$ cat config.mk
export PLATFORM = sky130hd
export DESIGN_NAME = alu_muldiv_seq
export DESIGN_NICKNAME = d
export VERILOG_FILES = /design/src/rtl/alu_muldiv_pkg.sv /design/src/rtl/div_restore_step.sv /design/src/rtl/alu_muldiv_seq.sv
export SDC_FILE = /design/constraint.sdc
export NUM_CORES = 1
export LEC_CHECK = 0
export CAP_MARGIN = 20
export CORE_ASPECT_RATIO = 1.75
export CORE_MARGIN = 2
export CORE_UTILIZATION = 55
export CTS_CLUSTER_DIAMETER = 150
export DETAILED_ROUTE_END_ITERATION = 12
export DONT_BUFFER_PORTS = 1
export PLACE_DENSITY = 0.79
export SLEW_MARGIN = 0
export SYNTH_ARGS = -nofsm -noshare
export SYNTH_HDL_FRONTEND = slang
export SYNTH_SLANG_ARGS = --single-unit
$ cat constraint.sdc
create_clock -name clk -period 12.4 [get_ports clk]
set_input_delay 1.86 -clock clk [delete_from_list [all_inputs] [get_ports clk]]
set_output_delay 1.86 -clock clk [all_outputs]
set_load 0.05 [all_outputs]
$ cat src/rtl/alu_muldiv_pkg.sv
// Shared types and constants for the sequential multiply/divide unit.
package alu_muldiv_pkg;

  // Default operand width (HI and LO are each this wide).
  localparam int DEF_WIDTH = 32;

  // Op select encodings.
  localparam logic OP_MUL = 1'b0;
  localparam logic OP_DIV = 1'b1;

  // Controller states: FIX is the single result/done cycle.
  typedef enum logic [1:0] {
    IDLE = 2'b00,
    MUL  = 2'b01,
    DIV  = 2'b10,
    FIX  = 2'b11
  } state_e;

endpackage

$ cat src/rtl/div_restore_step.sv
// One iteration of unsigned restoring division: shift {R,Q} left by one,
// trial-subtract the divisor and keep the difference when it is non-negative.
module div_restore_step
  import alu_muldiv_pkg::*;
#(
  parameter int WIDTH = DEF_WIDTH
) (
  input  logic [WIDTH:0]   rem_i,
  input  logic [WIDTH-1:0] quo_i,
  input  logic [WIDTH-1:0] div_i,
  output logic [WIDTH:0]   rem_o,
  output logic [WIDTH-1:0] quo_o
);

  logic [WIDTH+1:0] shifted_s;
  logic [WIDTH+1:0] diff_s;

  // Shift, trial subtract and restore; one extra guard bit carries the sign.
  always_comb begin
    shifted_s = {rem_i, quo_i[WIDTH-1]};
    diff_s    = shifted_s - {2'b00, div_i};
    if (diff_s[WIDTH+1] == 1'b0) begin
      rem_o = diff_s[WIDTH:0];
      quo_o = {quo_i[WIDTH-2:0], 1'b1};
    end else begin
      rem_o = shifted_s[WIDTH:0];
      quo_o = {quo_i[WIDTH-2:0], 1'b0};
    end
  end

endmodule

$ cat src/rtl/alu_muldiv_seq.sv
// Multi-cycle signed multiply (radix-2 Booth) / divide (restoring) unit with a
// start/busy/done handshake. Results are registered and held in hi/lo until
// the next completion or reset.
module alu_muldiv_seq
  import alu_muldiv_pkg::*;
#(
  parameter int WIDTH = DEF_WIDTH
) (
  input  logic             clk,
  input  logic             reset,
  input  logic             start,
  input  logic             op,
  input  logic [WIDTH-1:0] a,
  input  logic [WIDTH-1:0] b,
  output logic             busy,
  output logic             done,
  output logic [WIDTH-1:0] hi,
  output logic [WIDTH-1:0] lo,
  output logic             div_by_zero
);

  localparam int              CW        = $clog2(WIDTH + 1);
  localparam logic [CW-1:0]   CNT_START = CW'(WIDTH);
  localparam logic [CW-1:0]   CNT_LAST  = CW'(1);
  localparam logic [WIDTH-1:0] ZERO_W   = {WIDTH{1'b0}};
  localparam logic [WIDTH-1:0] ONES_W   = {WIDTH{1'b1}};

  // Architectural state. acc_q doubles as the Booth accumulator and the
  // division remainder; q_q as the Booth multiplier and the quotient.
  state_e           state_q, state_d;
  logic [CW-1:0]    cnt_q, cnt_d;
  logic [WIDTH:0]   acc_q, acc_d;
  logic [WIDTH-1:0] q_q, q_d;
  logic             qm1_q, qm1_d;
  logic [WIDTH:0]   mcand_q, mcand_d;
  logic             sign_a_q, sign_a_d;
  logic             sign_b_q, sign_b_d;
  logic             busy_q, busy_d;
  logic             done_q, done_d;
  logic [WIDTH-1:0] hi_q, hi_d;
  logic [WIDTH-1:0] lo_q, lo_d;
  logic             dbz_q, dbz_d;

  // Combinational helpers.
  logic [WIDTH-1:0] a_mag_s, b_mag_s;
  logic [WIDTH:0]   booth_sum_s;
  logic [WIDTH:0]   booth_acc_s;
  logic [WIDTH-1:0] booth_q_s;
  logic [WIDTH:0]   div_rem_s;
  logic [WIDTH-1:0] div_quo_s;
  logic [WIDTH-1:0] quo_fix_s, rem_fix_s;

  // Operand magnitudes for the division path (|-2^(W-1)| fits as unsigned).
  always_comb begin
    if (a[WIDTH-1]) begin
      a_mag_s = ZERO_W - a;
    end else begin
      a_mag_s = a;
    end
    if (b[WIDTH-1]) begin
      b_mag_s = ZERO_W - b;
    end else begin
      b_mag_s = b;
    end
  end

  // Booth step: add/subtract multiplicand from {q0,q_-1}, then arithmetic shift right.
  always_comb begin
    case ({q_q[0], qm1_q})
      2'b01:   booth_sum_s = acc_q + mcand_q;
      2'b10:   booth_sum_s = acc_q - mcand_q;
      default: booth_sum_s = acc_q;
    endcase
    booth_acc_s = {booth_sum_s[WIDTH], booth_sum_s[WIDTH:1]};
    booth_q_s   = {booth_sum_s[0], q_q[WIDTH-1:1]};
  end

  div_restore_step #(
    .WIDTH (WIDTH)
  ) u_div_step (
    .rem_i (acc_q),
    .quo_i (q_q),
    .div_i (mcand_q[WIDTH-1:0]),
    .rem_o (div_rem_s),
    .quo_o (div_quo_s)
  );

  // Sign correction of the final division step (truncating semantics).
  always_comb begin
    if (sign_a_q ^ sign_b_q) begin
      quo_fix_s = ZERO_W - div_quo_s;
    end else begin
      quo_fix_s = div_quo_s;
    end
    if (sign_a_q) begin
      rem_fix_s = ZERO_W - div_rem_s[WIDTH-1:0];
    end else begin
      rem_fix_s = div_rem_s[WIDTH-1:0];
    end
  end

  // Next-state and datapath control; results are written on the edge entering FIX.
  always_comb begin
    state_d  = state_q;
    cnt_d    = cnt_q;
    acc_d    = acc_q;
    q_d      = q_q;
    qm1_d    = qm1_q;
    mcand_d  = mcand_q;
    sign_a_d = sign_a_q;
    sign_b_d = sign_b_q;
    busy_d   = busy_q;
    done_d   = 1'b0;
    hi_d     = hi_q;
    lo_d     = lo_q;
    dbz_d    = dbz_q;

    case (state_q)
      IDLE, FIX: begin
        if (start) begin
          cnt_d    = CNT_START;
          acc_d    = {(WIDTH+1){1'b0}};
          qm1_d    = 1'b0;
          sign_a_d = a[WIDTH-1];
          sign_b_d = b[WIDTH-1];
          dbz_d    = 1'b0;
          case (op)
            OP_MUL: begin
              state_d = MUL;
              q_d     = a;
              mcand_d = {b[WIDTH-1], b};
              busy_d  = 1'b1;
            end
            OP_DIV: begin
              if (b == ZERO_W) begin
                state_d = FIX;
                cnt_d   = {CW{1'b0}};
                q_d     = a;
                mcand_d = {(WIDTH+1){1'b0}};
                busy_d  = 1'b0;
                done_d  = 1'b1;
                hi_d    = a;
                lo_d    = ONES_W;
                dbz_d   = 1'b1;
              end else begin
                state_d = DIV;
                q_d     = a_mag_s;
                mcand_d = {1'b0, b_mag_s};
                busy_d  = 1'b1;
              end
            end
            default: begin
              state_d = IDLE;
              busy_d  = 1'b0;
            end
          endcase
        end else begin
          state_d = IDLE;
          busy_d  = 1'b0;
        end
      end

      MUL: begin
        acc_d = booth_acc_s;
        q_d   = booth_q_s;
        qm1_d = q_q[0];
        cnt_d = cnt_q - CNT_LAST;
        if (cnt_q == CNT_LAST) begin
          state_d = FIX;
          busy_d  = 1'b0;
          done_d  = 1'b1;
          hi_d    = booth_acc_s[WIDTH-1:0];
          lo_d    = booth_q_s;
        end else begin
          state_d = MUL;
        end
      end

      DIV: begin
        acc_d = div_rem_s;
        q_d   = div_quo_s;
        cnt_d = cnt_q - CNT_LAST;
        if (cnt_q == CNT_LAST) begin
          state_d = FIX;
          busy_d  = 1'b0;
          done_d  = 1'b1;
          hi_d    = rem_fix_s;
          lo_d    = quo_fix_s;
        end else begin
          state_d = DIV;
        end
      end

      default: begin
        state_d = IDLE;
        busy_d  = 1'b0;
      end
    endcase
  end

  // State and output registers with synchronous reset.
  always_ff @(posedge clk) begin
    if (reset) begin
      state_q  <= IDLE;
      cnt_q    <= {CW{1'b0}};
      acc_q    <= {(WIDTH+1){1'b0}};
      q_q      <= ZERO_W;
      qm1_q    <= 1'b0;
      mcand_q  <= {(WIDTH+1){1'b0}};
      sign_a_q <= 1'b0;
      sign_b_q <= 1'b0;
      busy_q   <= 1'b0;
      done_q   <= 1'b0;
      hi_q     <= ZERO_W;
      lo_q     <= ZERO_W;
      dbz_q    <= 1'b0;
    end else begin
      state_q  <= state_d;
      cnt_q    <= cnt_d;
      acc_q    <= acc_d;
      q_q      <= q_d;
      qm1_q    <= qm1_d;
      mcand_q  <= mcand_d;
      sign_a_q <= sign_a_d;
      sign_b_q <= sign_b_d;
      busy_q   <= busy_d;
      done_q   <= done_d;
      hi_q     <= hi_d;
      lo_q     <= lo_d;
      dbz_q    <= dbz_d;
    end
  end

  assign busy        = busy_q;
  assign done        = done_q;
  assign hi          = hi_q;
  assign lo          = lo_q;
  assign div_by_zero = dbz_q;

endmodule

---- After elaboration in Yosys (flattened, before gate mapping) ----
Cells that the tools add are included.
word-level totals
  bits in latches ......................... 0
  logic and storage cells ................. 92
  memories ................................ 0
  output and inout port bits .............. 67
  memory bits (read-only) ................. 0
  flip-flop bits (word level) ............. 176
  RAM bits ................................ 0
operators by class
  shift-type cells ........................ 0
  add/sub/neg operators ................... 8
  div/mod/pow operators ................... 0
  reduce and logical (&&, ||, !) cells .... 8
  multiplexer cells ....................... 49
  $lt $le $gt $ge ......................... 0
  multiply operators ...................... 0
  eq/ne operators ......................... 12
  bitwise operators ....................... 2
operator list
  cell                                                 number
  2-to-1 mux 32 bit                                    17
  one-hot mux 32 bit (3 select lines)                  3
  one-hot mux 33 bit (2 select lines)                  2
  subtractor 1 x 32 -> 32 bit, first input constant    4
  one-hot mux 33 bit (3 select lines)                  1
  2-to-1 mux 33 bit                                    2
  one-hot mux 32 bit (2 select lines)                  1
  subtractor 34 x 32 -> 34 bit                         1
  adder 33 bit                                         1
  subtractor 33 bit                                    1
  zero test 32 bit                                     1
  2-to-1 mux 6 bit                                     3
  one-hot mux 6 bit (2 select lines)                   1
  2-to-1 mux 1 bit                                     11
  != test 2 bit, second input constant                 5
  one-hot mux 1 bit (2 select lines)                   4
  equality test 2 bit, second input constant           3
  equality test 6 x 1 -> 1 bit, second input constant  1
  one-hot mux 2 bit (3 select lines)                   1
  subtractor 6 x 1 -> 6 bit, second input constant     1
  AND reduction 5 bit                                  1
  equality test 2 x 1 -> 1 bit, second input constant  2
  2-to-1 mux 2 bit                                     2
  one-hot mux 2 bit (2 select lines)                   1
  7 further kinds                                      9

---- Depth between registers and ports, before layout ----
Gate-level depths: netlist of run 1.
  word-level depth ........................ 6
  mapped depth ............................ 24
  depth with buffers taken out ............ 21

---- Hierarchy ----
A second synthesis of run 1 with hierarchy kept.
second synthesis, totals
  cells, all modules ...................... 2092
  area total of the unflattened synthesis .. 15242.1 um^2
by module, submodules not included
  module            times used  area an instance (um^2)  cells an instance
  alu_muldiv_seq    1           12728.5                  1722
  div_restore_step  1           2513.7                   370

---- Least setup slack after synthesis of run 1 ----
OpenSTA, ideal clock, no wires.
  path kind ............................... register to register
  start point ............................. register mcand_q[7]
  end point ............................... register hi_q[30] (netlist: hi[30])
  stages on the path, launching flop included .. 25
  path slack .............................. 7.203 ns
  library setup time ...................... 0.079 ns
  data arrival time ....................... 5.118 ns
  period minus slack after synthesis ...... 5.197 ns
  required time ........................... 12.321 ns
  cells stage by stage .................... dfxtp_1 > inv_1 > ha_1 > buf_6 > and3_4 > a221o_1 > nor2_4 > a21oi_2 > o21a_1 > o211a_1 > clkinv_1 > buf_2 > clkbuf_1 > clkbuf_1 > nor2_1 > a21oi_1 > ha_1 > inv_1 > nor3_1 > nor4bb_1 > o211ai_1 > or2_2 > or4b_4 > a211o_1 > a211oi_2
on the way
  word-level cells in the longest chain between the ends .. 6
  elaborated cells on any way between the ends .. 10
  those cells by class .................... add/sub: 4; mux: 6
RTL lines
  item                                   RTL line                text
  from (decl)                            alu_muldiv_seq.sv:35    logic [WIDTH:0] mcand_q, mcand_d;
  from (signal assigned)                 alu_muldiv_seq.sv:209   mcand_q <= {(WIDTH+1){1'b0}};
  from (signal assigned)                 alu_muldiv_seq.sv:223   mcand_q <= mcand_d;
  subtractor 34 x 32 -> 34 bit           div_restore_step.sv:21  diff_s = shifted_s - {2'b00, div_i};
  2-to-1 mux 33 bit                      div_restore_step.sv:22  if (diff_s[WIDTH+1] == 1'b0) begin
  subtractor 1 x 32 -> 32 bit            alu_muldiv_seq.sv:96    rem_fix_s = ZERO_W - div_rem_s[WIDTH-1:0];
  2-to-1 mux 32 bit                      alu_muldiv_seq.sv:95    if (sign_a_q) begin
  2-to-1 mux 32 bit                      alu_muldiv_seq.sv:183   if (cnt_q == CNT_LAST) begin
  one-hot mux 32 bit (3 select lines) *  alu_muldiv_seq.sv:118   case (state_q)
  to (signal assigned)                   alu_muldiv_seq.sv:228   hi_q <= hi_d;
  to (decl)                              alu_muldiv_seq.sv:40    logic [WIDTH-1:0] hi_q, hi_d;
Every way passes the cells marked *; elsewhere a longest branch is shown, timed or not. The select of a mux whose other input is x is not followed.
A chain may end at the register's enable or synchronous reset.

---- Worst setup path in the final report of run 1 ----
  start point ............................. input b[0]
  end point ............................... register hi_q[15] (netlist: hi[15])
on the way
  word-level cells in the longest chain between the ends .. 3
RTL lines
  item                                  RTL line               text
  from (decl)                           alu_muldiv_seq.sv:14   input logic [WIDTH-1:0] b,
  zero test 32 bit                      alu_muldiv_seq.sv:135  if (b == ZERO_W) begin
  != test 2 bit (no source line)        n/a
  AND reduction 5 bit (no source line)  n/a
Every way passes these cells.

==> results of run 1 <==
## per-layer routing
metal  routed length [um]  up-vias  part of all wire, %
met5                    0        -                    0
met2                24700      835                   48
met3                 4180      242                  8.2
met1                18400     7480                   36
li1                     -     7637                    -
met4                 3800        0                  7.4
## cells in the mapped netlist, drive strengths merged, types with 26 or more instances
cell / instances
nor2: 220
nand3: 33
a211oi: 50
o21ai: 216
a221oi: 46
inv: 69
xnor2: 105
a31oi: 43
ha: 74
clkbuf: 115
o31ai: 30
nand2: 247
xor2: 66
a21o: 33
or3: 26
a21oi: 191
nor3: 53
dfxtp: 176
## how the worst max path moves through the flow
stage               endpoint  slack, ns
floorplan             hi[30]       7.20
global placement      hi[10]       6.53
detailed placement    hi[10]       6.33
CTS                   hi[30]       6.80
global route          hi[30]       6.40
finish                hi[15]       6.60
## registers in the layout, indices dropped and copies added (netlist names)
name / flops
state_q: 2
qm1_q: 1
sign_a_q: 1
div_by_zero: 1
acc_q: 33
q_q: 32
mcand_q: 33
cnt_q: 6
done: 1
hi: 32
busy: 1
sign_b_q: 1
lo: 32
## power breakdown
part / leakage (nW) / internal [mW] / switching, mW
Combinational: 4.37 / 0.244 / 0.399
Sequential: 1.44 / 0.607 / 0.112
Clock: 0.301 / 0.320 / 0.262
## worst max-delay path: stages
cell and delay (ns):
inv_1 0.07, ha_1 0.18, nor3b_1 0.40, and3_1 0.32, nand3_1 0.21, or2_2 0.38, nor3_1 0.43, nand2_1 0.22
a21oi_1 0.54, nand2_1 0.75, or3_1 0.57, o21ai_0 0.09, a311oi_1 0.07
## kinds of logic after synthesis
group | Yosys count | share of synthesized area (%)
multiplexers | 26 | 1.87
AO/OA/AOI/OAI | 777 | 32.8
XOR/XNOR | 171 | 9.71
AND/OR/NAND/NOR | 707 | 21.2
adder cells (fa/ha/maj) | 76 | 6.26
buffers and inverters | 210 | 5.27
flip-flops | 176 | 22.9
## final cells by class
type                       instances  area [um2]
fill                            2698       11600
multi-input combinational       1757       11100
sequential                       176        3520
tap                              373         467
clock buffer                      17         425
inverter                          71         267
clock inverter                    15         184
timing repair buffer              21         165
==> out/qor.yml, run 1 <==
routed_via_density: 6.66
fin_crit_ns: 5.80
fin_setup_tns_ns: 0
firstDrtPassIters: 8
area.growth.synth_to_final_pct: 4.67
drv_cap: 0
use_met3_pct: 7.83
worstSetupStartpoint: "b[0]"
grt_pass1_vias: 15600
grtUsageTotal_pct: 34.3
async_flop_share_pct: 0
grt_max_degree: 103
whs_path_depth: 2
drt_iter0_drc: 1397
relSlewSlack_pct: 24.9
instances_no_fill: 2430
busiest_layer: "met2"
cts_buffers: 17
place_ws_ns: 6.33
synthCells: 2143
layout_common_cells: "nand2_1, nor2_1, o21ai_0, a21oi_1, dfxtp_1"
num_vias: 16200
synth_top_area_share_pct: 22.9
grt_pass1_wl_mm: 79.8
dpl.hpwl_mm: 37.9
die_w_um: 131
gr-usage-met2_pct: 57.8
yosysTopAreaCell: "dfxtp_1"
postCtsHoldBufs: 0
required_ns: 12.70
p_leak_nw: 6.11
ios: 135
synthFlopType: "dfxtp_1"
avgSynthCellArea_um2: 7.19
final_max_slew_viol_count: 0
fin_crit_sh_pct: 46.8
critPathMaxFanout: 28
setup_viol: 0
finalWirelength_mm: 51.0
holdWs_ns: 0.466
r2r-end: "hi[30]"
std_cell_rows: 81
grt_overflow: 0
synth-edff-count: 0
worstHoldPathType: "flip-flop to flip-flop"
startpoint_type: "input pin"
yosysWarnings: 0
fin_util_pct: 58.1
power_mw: 1.94
cts_resized: 0
path_clk_slew_ns: 0.07
yosysSeqAreaShare_pct: 22.9
routabilityCongestion: 0.998
reg2reg_from: "acc_q[0]"
die_h_um: 225
io_buffers: 0
antenna_found_initial: 0
fmaxAchievable_mhz: 172
syn_area_um2: 15400
outcome: "finished clean"
numClockSinks: 176
fin_area_um2: 16100
cts.path.max_buffers: 2
wl_per_cell_um: 21.0
ff2ff_setup_slack_ns: 6.74
drc: 0
synth_nets: 2287
rsz0062_at_grt: "no"
nets: 2188
cp.arrival_ns: 6.10
hold_viol_final: 0
p_per_area_nw_per_um2: 120
dpl-instance-area_um2: 15500
critPathKind: "input pin to flip-flop"
reg2reg_depth: 20
synthTopCellsByArea: "dfxtp_1, o21ai_0, a21oi_1"
holdPathEnd: "mcand_q[26]"
synth_seq_cells: 176
cts_tree: "yes"
clock_latency_ns: 0.46
cts_setup_buffers: 0
worst_setup_path_end_kind: "flip-flop"
core_area_um2: 27800
start_util_pct: 55.5
final_common_cell: "nand2_1"
cts_root_buf: "clkbuf_16"
die_area_um2: 29400
ir_worst_vdd_v: 0.000121
skew_ns: 0.00813
dp.cells: 2396
grt_util_met1_pct: 37.6
ant_nets: 0
synth_cell_types: 93
fin_ws_ns: 6.60
min_from: "mcand_q[26]"
drive_above_1_share_pct: 5.15
tightest_slew_ns: 1.11
diodes: 0
htreeDepth: 4
Note: power is estimated with default switching activity, not from simulation.
==> run 2, diff against run 1 <==
==> constraint.sdc (replaced) <==
create_clock -name clk -period 6 [get_ports clk]
set_input_delay 0.9 -clock clk [delete_from_list [all_inputs] [get_ports clk]]
set_output_delay 0.9 -clock clk [all_outputs]
set_load 0.05 [all_outputs]
==> run 2 against run 1 <==
Clock power is 82% higher. Highest routed layer unchanged. Non-clock buffer count is 6 higher. Critical endpoint is now hi[30]. Design area is 0.22% lower. Global-route usage hardly changed. First-iteration DRC count is 11% lower. Sequential share of layout area hardly changed.
==> out/qor.yml, run 2 (same netlist as run 1, synthesis figures left out) <==
worstSetupStartpoint: "mcand_q[10]"  # was b[0]
nets: 2194  # was 2188
fin_crit_sh_pct: 89.6
drv_cap: 0  # unchanged
instances_no_fill: 2435  # was 2430
path_delay_family: "compound AO/OA/AOI/OAI gates"  # was simple AND/OR/NAND/NOR gates
area.growth.synth_to_final_pct: 4.44  # was 4.67%
fin_util_pct: 58.0  # was 58.1%
wl_per_cell_um: 21.0  # about the same
setup_viol: 0  # unchanged
fin_ws_ns: 0.621  # was 6.60 ns
numClockSinks: 176  # unchanged
cp_slowest_cell: "or4b_4"  # was nand2_1
ant_nets: 0  # unchanged
die_h_um: 225  # unchanged
reg2reg_depth: 19  # was 20
grt_overflow: 0  # unchanged
num_vias: 16000  # was 16200
worst-path-buf-inv: 3  # was 1
grt_pass1_wl_mm: 79.5  # was 79.8 mm
diodes: 0  # unchanged
cp.arrival_ns: 5.77  # was 6.10 ns
holdWs_ns: 0.469  # was 0.466 ns
start_util_pct: 55.5  # unchanged
path_clk_slew_ns: 0.07  # about the same
dp.cells: 2403  # was 2396
power_mw: 3.89  # was 1.94 mW
slowest_delay_ns: 0.50  # was 0.75 ns
final_common_cell: "nand2_1"  # unchanged
cts_buffers: 17  # unchanged
path_depth: 19  # was 13
grt_max_degree: 103  # unchanged
dpl.hpwl_mm: 38.2  # was 37.9 mm
fin_setup_tns_ns: 0  # unchanged
die_area_um2: 29400  # unchanged
routabilityCongestion: 0.996  # was 0.998
outcome: "finished clean"  # unchanged
tightest_slew_ns: 1.04  # was 1.11 ns
hold_viol_final: 0  # unchanged
crit_path_cell_trace: "inv_1 -> ha_1 -> a21o_2 -> o21bai_1 -> a211o_1 -> a21oi_2 -> o21a_1 -> o211a_2 -> clkinv_1 -> a21oi_1 -> ha_1 -> inv_1 -> nor3_1 -> nor4bb_1 -> o211ai_1 -> or2_2 -> or4b_4 -> a211o_1 -> a211oi_2"  # was inv_1 -> ha_1 -> nor3b_1 -> and3_1 -> nand3_1 -> or2_2 -> nor3_1 -> nand2_1 -> a21oi_1 -> nand2_1 -> or3_1 -> o21ai_0 -> a311oi_1
critPathKind: "flip-flop to flip-flop"  # was input pin to flip-flop
skew_ns: 0.0117  # was 0.00813 ns
dpl-instance-area_um2: 15600  # was 15500 um2
layout_top_registers: "acc_q (33), mcand_q (33)"  # unchanged
layout_common_cells: "nand2_1, nor2_1, o21ai_0, a21oi_1, dfxtp_1"  # unchanged
reg2reg_from: "mcand_q[10]"  # was acc_q[0]
fin_crit_ns: 5.38
fmaxAchievable_mhz: 186
whs_path_depth: 2  # unchanged
std_cell_rows: 81  # unchanged
io_buffers: 0  # unchanged
cts_tree: "yes"  # unchanged
required_ns: 6.39  # was 12.70 ns
critPathMaxFanout: 7  # was 28
cts.path.max_buffers: 2  # unchanged
postCtsHoldBufs: 0  # unchanged
ios: 135  # unchanged
grt_pass1_vias: 15400  # was 15600
cts_root_buf: "clkbuf_16"  # unchanged
finalWirelength_mm: 51.1  # was 51.0 mm
drt_iter0_drc: 1249  # was 1397
htreeDepth: 4  # unchanged
ir_worst_vdd_v: 0.000221  # was 0.000121 V
rsz0062_at_grt: "no"  # unchanged
worstHoldPathType: "flip-flop to flip-flop"  # unchanged
worst_setup_path_end_kind: "flip-flop"  # unchanged
relSlewSlack_pct: 30.5  # was 24.9%
cts_setup_buffers: 0  # unchanged
core_area_um2: 27800  # unchanged
min_from: "mcand_q[26]"  # unchanged
fin_area_um2: 16100  # about the same
drive_above_1_share_pct: 5.33  # was 5.15%
p_per_area_nw_per_um2: 241  # was 120 nW/um2
p_leak_nw: 6.10  # was 6.11 nW
firstDrtPassIters: 6  # was 8
drc: 0  # unchanged
routed_via_density: 6.58  # was 6.66
clock_latency_ns: 0.47  # was 0.46 ns
die_w_um: 131  # unchanged
antenna_found_initial: 0  # unchanged
cts_resized: 0  # unchanged
final_max_slew_viol_count: 0  # unchanged
place_ws_ns: 0.724  # was 6.33 ns
grtUsageTotal_pct: 34.3  # about the same
startpoint_type: "flip-flop"  # was input pin
[run 2: cell types whose count changed in the layout (fill, tap and decap cells not counted), moves of 2 or more]
cell / change
inv_6: +2
inv_8: -2
bufinv_16: -3
buf_4: +6
[run 2: layout make-up]
class                      instances  area [um2]
fill                            2741       11700
multi-input combinational       1757       11100
sequential                       176        3520
tap                              373         467
clock buffer                      19         443
inverter                          71         267
timing repair buffer              27         210
clock inverter                    12        85.1
[run 2: power by group]
group	internal, mW	switching [mW]	total (mW)
logic	0.511	0.834	1.35
clock network	0.540	0.517	1.06
registers	1.26	0.230	1.49
total	2.31	1.58	3.89
[run 2: worst register-to-register path: stages (launching register included)]
cell and delay, ns:
dfxtp_1 0.38, inv_1 0.06, ha_1 0.42, a21o_2 0.26, o21bai_1 0.17, a211o_1 0.31, a21oi_2 0.26, o21a_1 0.18
o211a_2 0.29, clkinv_1 0.16, a21oi_1 0.24, ha_1 0.22, inv_1 0.10, nor3_1 0.39, nor4bb_1 0.25, o211ai_1 0.23
or2_2 0.37, or4b_4 0.50, a211o_1 0.32, a211oi_2 0.22
[run 2: metal layers]
metal  wire length, um  vias to the layer above  global-route usage [%]  part of all wire [%]
met1             18900                     7446                    38.0                    37
met3              3860                      194                    6.86                   7.6
met2             24800                      729                    58.8                    48
met5                 0                        -                       0                     0
li1                  -                     7652                       -                     -
met4              3560                        0                    22.0                   7.0
[run 2: path summary, 6_finish.rpt]
check	to	slack, ns
max	hi[30]	0.62
min	mcand_q[26]	0.47
max reg2reg	hi[30]	0.62
min reg2reg	mcand_q[26]	0.47
==> run 3, diff against run 2 <==
--- a/config.mk
+++ b/config.mk
@@ -13,6 +13,7 @@
 export DETAILED_ROUTE_END_ITERATION = 12
 export DONT_BUFFER_PORTS = 1
 export PLACE_DENSITY = 0.79
+export SETUP_SLACK_MARGIN = 0.15
 export SLEW_MARGIN = 0
 export SYNTH_ARGS = -nofsm -noshare
 export SYNTH_HDL_FRONTEND = slang
==> results of run 3 <==
Final layout, timing and power as in run 2 (identical DEF).
